File: config.mk
export PLATFORM = sky130hd
export DESIGN_NAME = tcm_boot_loader
export DESIGN_NICKNAME = d
export VERILOG_FILES = /design/src/rtl/tcm_boot_pkg.sv /design/src/rtl/boot_cycle_cnt.sv /design/src/rtl/tcm_boot_loader.sv
export SDC_FILE = /design/constraint.sdc
export NUM_CORES = 1
export LEC_CHECK = 0
export CORE_ASPECT_RATIO = 0.8
export CORE_MARGIN = 1.5
export CORE_UTILIZATION = 43
export DETAILED_ROUTE_END_ITERATION = 6
export PLACE_DENSITY = 0.78
export SYNTH_ARGS = -nofsm -noshare
export SYNTH_HDL_FRONTEND = slang
export SYNTH_SLANG_ARGS = --single-unit
File: constraint.sdc
create_clock -name clk_i -period 2.2 [get_ports clk_i]
set_clock_uncertainty 0.1 [all_clocks]
set_input_delay 0.66 -clock clk_i [delete_from_list [all_inputs] [get_ports clk_i]]
set_output_delay 0.66 -clock clk_i [all_outputs]
set_load 0.01 [all_outputs]
File: src/rtl/tcm_boot_pkg.sv
// Shared definitions for the TCM boot loader.
//   boot_state_e : boot sequencer FSM states
//   WE_ALL       : full-word TCM byte-enable pattern
//   WORD_BYTES   : byte stride between consecutive instruction words
package tcm_boot_pkg;

    typedef enum logic [2:0] {
        IDLE,
        LOAD,
        GAP,
        CORE_RST,
        RUN,
        DRAIN,
        DONE
    } boot_state_e;

    localparam logic [3:0]  WE_ALL     = 4'hF;
    localparam int unsigned WORD_BYTES = 4;

endpackage

File: src/rtl/boot_cycle_cnt.sv
// Loadable saturating up-counter used for the phase timing of the boot loader.
//   clk, rst_n : clock, asynchronous active-low reset (count -> 0)
//   ld, ld_val : synchronous load, wins over en
//   en         : count up by one, holding at all-ones
//   cnt        : current count
module boot_cycle_cnt #(
    parameter int unsigned W = 32
) (
    input  logic         clk,
    input  logic         rst_n,
    input  logic         ld,
    input  logic [W-1:0] ld_val,
    input  logic         en,
    output logic [W-1:0] cnt
);

    always_ff @(posedge clk or negedge rst_n) begin
        if (!rst_n)
            cnt <= '0;
        else if (ld)
            cnt <= ld_val;
        else if (en && (cnt != {W{1'b1}}))
            cnt <= cnt + W'(1);
    end

endmodule

File: src/rtl/tcm_boot_loader.sv
// Boot sequencer in front of riscv_tcm_top: streams NUM_WORDS instruction
// words into TCM through the tb_inst_* port, pulses the core reset, then
// watches the core PC for END_PC and reports done or timeout.
//
// Ports
//   clk_i, rst_ni       clock, asynchronous active-low reset
//   start_i             start / restart pulse (honoured in IDLE and DONE only)
//   s_valid_i/s_data_i  instruction stream in; s_ready_o high throughout LOAD
//   tb_inst_*_o         registered TCM write port, one write per handshake
//   rst_cpu_o           core reset, high until RUN
//   core_pc_i           core PC monitored during RUN
//   busy_o, done_o, timeout_o, run_cycles_o, checksum_o  status
//
// Build option: LOADER_CHECKSUM_EN adds a wrap-around sum of accepted words
// on checksum_o; without it checksum_o is constant zero.
module tcm_boot_loader
    import tcm_boot_pkg::*;
#(
    parameter int unsigned NUM_WORDS       = 437,
    parameter logic [31:0] BASE_ADDR       = 32'h0000_0000,
    parameter logic [31:0] END_PC          = 32'h0000_02E0,
    parameter int unsigned DRAIN_CYCLES    = 50,
    parameter int unsigned TIMEOUT_CYCLES  = 40000,
    parameter int unsigned CORE_RST_CYCLES = 1
) (
    input  logic        clk_i,
    input  logic        rst_ni,
    input  logic        start_i,
    input  logic        s_valid_i,
    input  logic [31:0] s_data_i,
    output logic        s_ready_o,
    output logic [3:0]  tb_inst_we_o,
    output logic [31:0] tb_inst_addr_o,
    output logic [31:0] tb_inst_data_o,
    output logic        rst_cpu_o,
    input  logic [31:0] core_pc_i,
    output logic        busy_o,
    output logic        done_o,
    output logic        timeout_o,
    output logic [31:0] run_cycles_o,
    output logic [31:0] checksum_o
);

    localparam int unsigned IW         = $clog2(NUM_WORDS + 1);
    localparam logic [IW-1:0] IDX_LAST = IW'(NUM_WORDS - 1);
    localparam logic [31:0] CRST_LAST  = 32'(CORE_RST_CYCLES - 1);
    localparam logic [31:0] DRAIN_LAST = 32'(DRAIN_CYCLES - 1);
    localparam logic [31:0] RUN_LAST   = 32'(TIMEOUT_CYCLES - 1);

    boot_state_e   state, state_nxt;
    logic [IW-1:0] idx;
    logic [31:0]   ph_cnt;
    logic          hs, start_ok, pc_hit, run_exp;
    logic          ph_ld, ph_en;

    assign s_ready_o = (state == LOAD);
    assign hs        = s_valid_i & s_ready_o;
    assign start_ok  = start_i & ((state == IDLE) | (state == DONE));
    assign pc_hit    = (core_pc_i == END_PC);
    assign run_exp   = (run_cycles_o == RUN_LAST);
    assign rst_cpu_o = (state == IDLE) | (state == LOAD) | (state == GAP) | (state == CORE_RST);
    assign busy_o    = (state != IDLE) & (state != DONE);

    // One phase counter times both CORE_RST and DRAIN; it is zeroed on the
    // cycle before each phase so the first phase cycle sees 0.
    assign ph_ld = (state == GAP) | ((state == RUN) & pc_hit);
    assign ph_en = (state == CORE_RST) | (state == DRAIN);

    boot_cycle_cnt #(.W(32)) u_ph_cnt (
        .clk    (clk_i),
        .rst_n  (rst_ni),
        .ld     (ph_ld),
        .ld_val ('0),
        .en     (ph_en),
        .cnt    (ph_cnt)
    );

    // RUN counter keeps its value through DRAIN/DONE until the next start.
    boot_cycle_cnt #(.W(32)) u_run_cnt (
        .clk    (clk_i),
        .rst_n  (rst_ni),
        .ld     (start_ok),
        .ld_val ('0),
        .en     (state == RUN),
        .cnt    (run_cycles_o)
    );

    always_ff @(posedge clk_i or negedge rst_ni) begin
        if (!rst_ni)
            state <= IDLE;
        else
            state <= state_nxt;
    end

    always_comb begin
        state_nxt = state;
        unique case (state)
            IDLE:     if (start_i) state_nxt = LOAD;
            LOAD:     if (hs && (idx == IDX_LAST)) state_nxt = GAP;
            GAP:      state_nxt = CORE_RST;
            CORE_RST: if (ph_cnt == CRST_LAST) state_nxt = RUN;
            // END_PC wins over an expiring budget in the same cycle
            RUN:      if (pc_hit) state_nxt = DRAIN;
                      else if (run_exp) state_nxt = DONE;
            DRAIN:    if (ph_cnt == DRAIN_LAST) state_nxt = DONE;
            DONE:     if (start_i) state_nxt = LOAD;
            default:  state_nxt = IDLE;
        endcase
    end

    // Write port: registered one cycle behind the handshake; addr/data hold
    // between writes so the port only ever shows a completed word.
    always_ff @(posedge clk_i or negedge rst_ni) begin
        if (!rst_ni) begin
            idx            <= '0;
            tb_inst_we_o   <= '0;
            tb_inst_addr_o <= '0;
            tb_inst_data_o <= '0;
            done_o         <= 1'b0;
            timeout_o      <= 1'b0;
        end else begin
            tb_inst_we_o <= hs ? WE_ALL : 4'h0;
            if (hs) begin
                tb_inst_addr_o <= BASE_ADDR + 32'(idx) * WORD_BYTES;
                tb_inst_data_o <= s_data_i;
                idx            <= idx + IW'(1);
            end
            if (start_ok) begin
                idx       <= '0;
                done_o    <= 1'b0;
                timeout_o <= 1'b0;
            end
            if ((state == RUN) && !pc_hit && run_exp)
                timeout_o <= 1'b1;
            if ((state == DRAIN) && (ph_cnt == DRAIN_LAST))
                done_o <= 1'b1;
        end
    end

`ifdef LOADER_CHECKSUM_EN
    logic [31:0] csum;

    always_ff @(posedge clk_i or negedge rst_ni) begin
        if (!rst_ni)
            csum <= '0;
        else if (start_ok)
            csum <= '0;
        else if (hs)
            csum <= csum + s_data_i;
    end

    assign checksum_o = csum;
`else
    assign checksum_o = 32'h0;
`endif

endmodule

==> flow_metrics.tcl <==
set metrics [dict create \
    status "finished with violations" \
    violations "negative setup slack" \
    p_sw_frac 0.219 \
    hold_viol_final 0 \
    final_layout_size_suffix_gt1_frac 0.267 \
    ys.flop_type "dfrtp_1" \
    initial_core_util 0.446 \
    whs_ps 402 \
    place_hpwl_um 11700 \
    die_height_um 113 \
    ios 205 \
    ys_warn_count 0 \
    final_cells 1067 \
    syn_inst 628 \
    synth.area.top_cells "dfrtp_1 46%, mux2_2 7.3%, buf_4 6.8%" \
    ys_seq_elements 120 \
    drv_cap 0 \
    place_inst 1015 \
    crit_type "reg -> reg" \
    slowest_stage "or4_4" \
    worstSetupStartpointType "register" \
    drt_iter0_drc 328 \
    fin_crit_ps 2250 \
    antenna_left 0 \
    grt_max_degree 49 \
    cpMostUsedCell "buf_6" \
    power_switching_mw 1.21 \
    clkTransAtPathRegs_ps 60 \
    leakagePower_nw 4.40 \
    vias 5497 \
    viasPerCell 5.15 \
    crit_required_ps 2450 \
    grt.total_usage 0.215 \
    dieWidth_um 140 \
    critPathMaxStageDelay_ps 600 \
    finalSetupTns_ps -123 \
    fin_nets 944 \
    cp.arrival_ps 2500 \
    ir_drop_v 0.000542 \
    design.die.area_mm2 0.0158 \
    syn_area_mm2 0.00647 \
    ys_async_sr_fraction 1.00 \
    wl_um 16900 \
    io_buffers 149 \
    p_comb_frac 0.059 \
    tightest_slew_ps 665 \
    intPower_mw 4.32 \
    root_buffer "clkbuf_16" \
    ys_types 56 \
    clockBufferDepth 2 \
    synth_seq_area_share 0.464 \
    grt_pass1_wl_um 26900 \
    fin_crit_sh 1.02 \
    synth_common_cells "120 x dfrtp_1, 66 x nor2_1, 59 x buf_4, 42 x mux2_2, 40 x nand2_1" \
    gr-total-overflow 0 \
    rsz0062_at_grt "yes" \
    htreeDepth 4 \
    insertion_delay_ps 420 \
    drt_first_pass_iters 4 \
    coreArea_mm2 0.0145 \
    clock.fmax_mhz 444 \
    crit_path_cell_trace "and2b_4 -> buf_6 -> buf_6 -> nand2_4 -> or4_4 -> or3_4 -> a21oi_2" \
    finalPower_mw 5.54 \
    cts_tree "done" \
    synth_area_leader_cell "dfrtp_1" \
    critPathCaptureType "register" \
    finalSetupViolations 7 \
    max_slew_margin 0.555 \
    synth-edff-count 0 \
    pwr-share-clk 0.539 \
    antenna_found_initial 0 \
    avgSynthCellArea_um2 10.3 \
    post_drt_wl_per_cell_um 15.8 \
    synth_top_area_share 0.464 \
    path_buf_inv 2 \
    path_delay_family "simple AND/OR/NAND/NOR gates" \
    antenna_cells 0 \
    p_seq_frac 0.402 \
    cts_made_buffers 17 \
    rows 39 \
    yosys.cell_count.top_type "dfrtp_1" \
    layout_setup_ws_ps -54.7 \
    cp_max_fo 8 \
    first_global_vias 5425 \
    gp_congestion 0.848 \
    powerDensity_mw_per_mm2 580 \
    area_growth_pct 47.5 \
    drv_slew 0 \
    cts_sinks 120 \
    hold_class "reg -> reg" \
    drc 0 \
]
-- layout by cell type, fill, tap and decap left out, types with 7 or more instances in the layout --
cell / netlist / final
nand4_1: 23 / 23
nor4_1: 25 / 20
inv_1: 11 / 10
a21oi_1: 16 / 13
buf_6: 2 / 10
clkdlybuf4s50_1: 0 / 124
buf_4: 59 / 87
nor3_1: 22 / 16
xnor2_1: 29 / 29
o21ai_0: 15 / 13
clkbuf_16: 0 / 17
or3_1: 13 / 11
conb_1: 1 / 55
nand2_1: 40 / 40
nor2_1: 66 / 65
dlygate4sd2_1: 0 / 12
xor2_1: 20 / 20
dfrtp_2: 0 / 7
dfrtp_1: 120 / 113
and3_1: 11 / 10
dlymetal6s2s_1: 0 / 10
nand3_1: 23 / 22
mux2_2: 42 / 42
-- per-layer routing --
metal,global-route usage,vias up,share of wire
li1,-,2618,-
met1,0.277,2646,0.43
met2,0.347,214,0.48
met3,0.0588,19,0.078
met4,0.0828,0,0.014
met5,0,-,0
-- sequential cells by signal, indices dropped and copies added, names as in the netlist --
register / count
tb_inst_data_o: 32
done_o: 1
timeout_o: 1
tb_inst_we_o: 1
state: 3
idx: 9
u_run_cnt.cnt: 32
tb_inst_addr_o: 9
u_ph_cnt.cnt: 32
-- metrics by stage --
| step | setup slack, ps | util | instance area, um2 |
|---|---|---|---|
| after floorplan | 138 | - | 6670 |
| after global placement | -314 | 0.586 | 8490 |
| after detailed placement | -312 | 0.586 | 8490 |
| after CTS | -18.2 | 0.635 | 9210 |
| after global routing | -161 | 0.658 | 9540 |
| final | -54.7 | 0.658 | 9540 |
-- path summary, 6_finish.rpt --
kind	start	end	slack (ps)	cells after the start
min	tb_inst_data_o[28]$_DFFE_PN0P_	tb_inst_data_o[28]$_DFFE_PN0P_	400	1
max reg2reg	state[1]$_DFFE_PN0P_	u_run_cnt.cnt[19]$_DFFE_PN0P_	-50	7
min reg2reg	tb_inst_data_o[28]$_DFFE_PN0P_	tb_inst_data_o[28]$_DFFE_PN0P_	400	1
max	state[1]$_DFFE_PN0P_	u_run_cnt.cnt[19]$_DFFE_PN0P_	-50	7
max in group asynchronous	rst_ni	tb_inst_data_o[11]$_DFFE_PN0P_	900	3
min in group asynchronous	rst_ni	tb_inst_data_o[20]$_DFFE_PN0P_	550	2
-- cells by family after synthesis --
kind of cell | synth area share
and+or+nand+nor | 0.234
muxes | 0.0793
buffers and inverters | 0.0907
AOI/OAI and AO/OA | 0.0536
other | 0.000580
xor gates and xnor gates | 0.0664
DFF | 0.464
adders and majority gates | 0.0116
-- timing repair --
item,4_1_cts,5_1_grt
hold buffers,1,0
gates resized for setup,31,56
pin swaps,11,26
buffers inserted,7,13
setup endpoints to repair,22,61
endpoints found under the hold margin,11,0
-- layout make-up --
class / count / area [um2]
Fill cell: 1115 / 4950
Multi-Input combinational cell: 471 / 3290
Sequential cell: 120 / 3010
Timing Repair Buffer: 249 / 2330
Clock buffer: 18 / 439
Tap cell: 184 / 230
Clock inverter: 14 / 198
Inverter: 11 / 41.3
-- power by group through the flow --
stage               Sequential, mW  Clock (mW)  Combinational [mW]
CTS                           2.23        3.02               0.332
global placement              2.27           0               0.323
global route                  2.23        3.13               0.359
floorplan                     2.28           0               0.154
detailed placement            2.27           0               0.328
finish                        2.23        2.98               0.327
No activity file was read; power rests on OpenSTA's default activity.
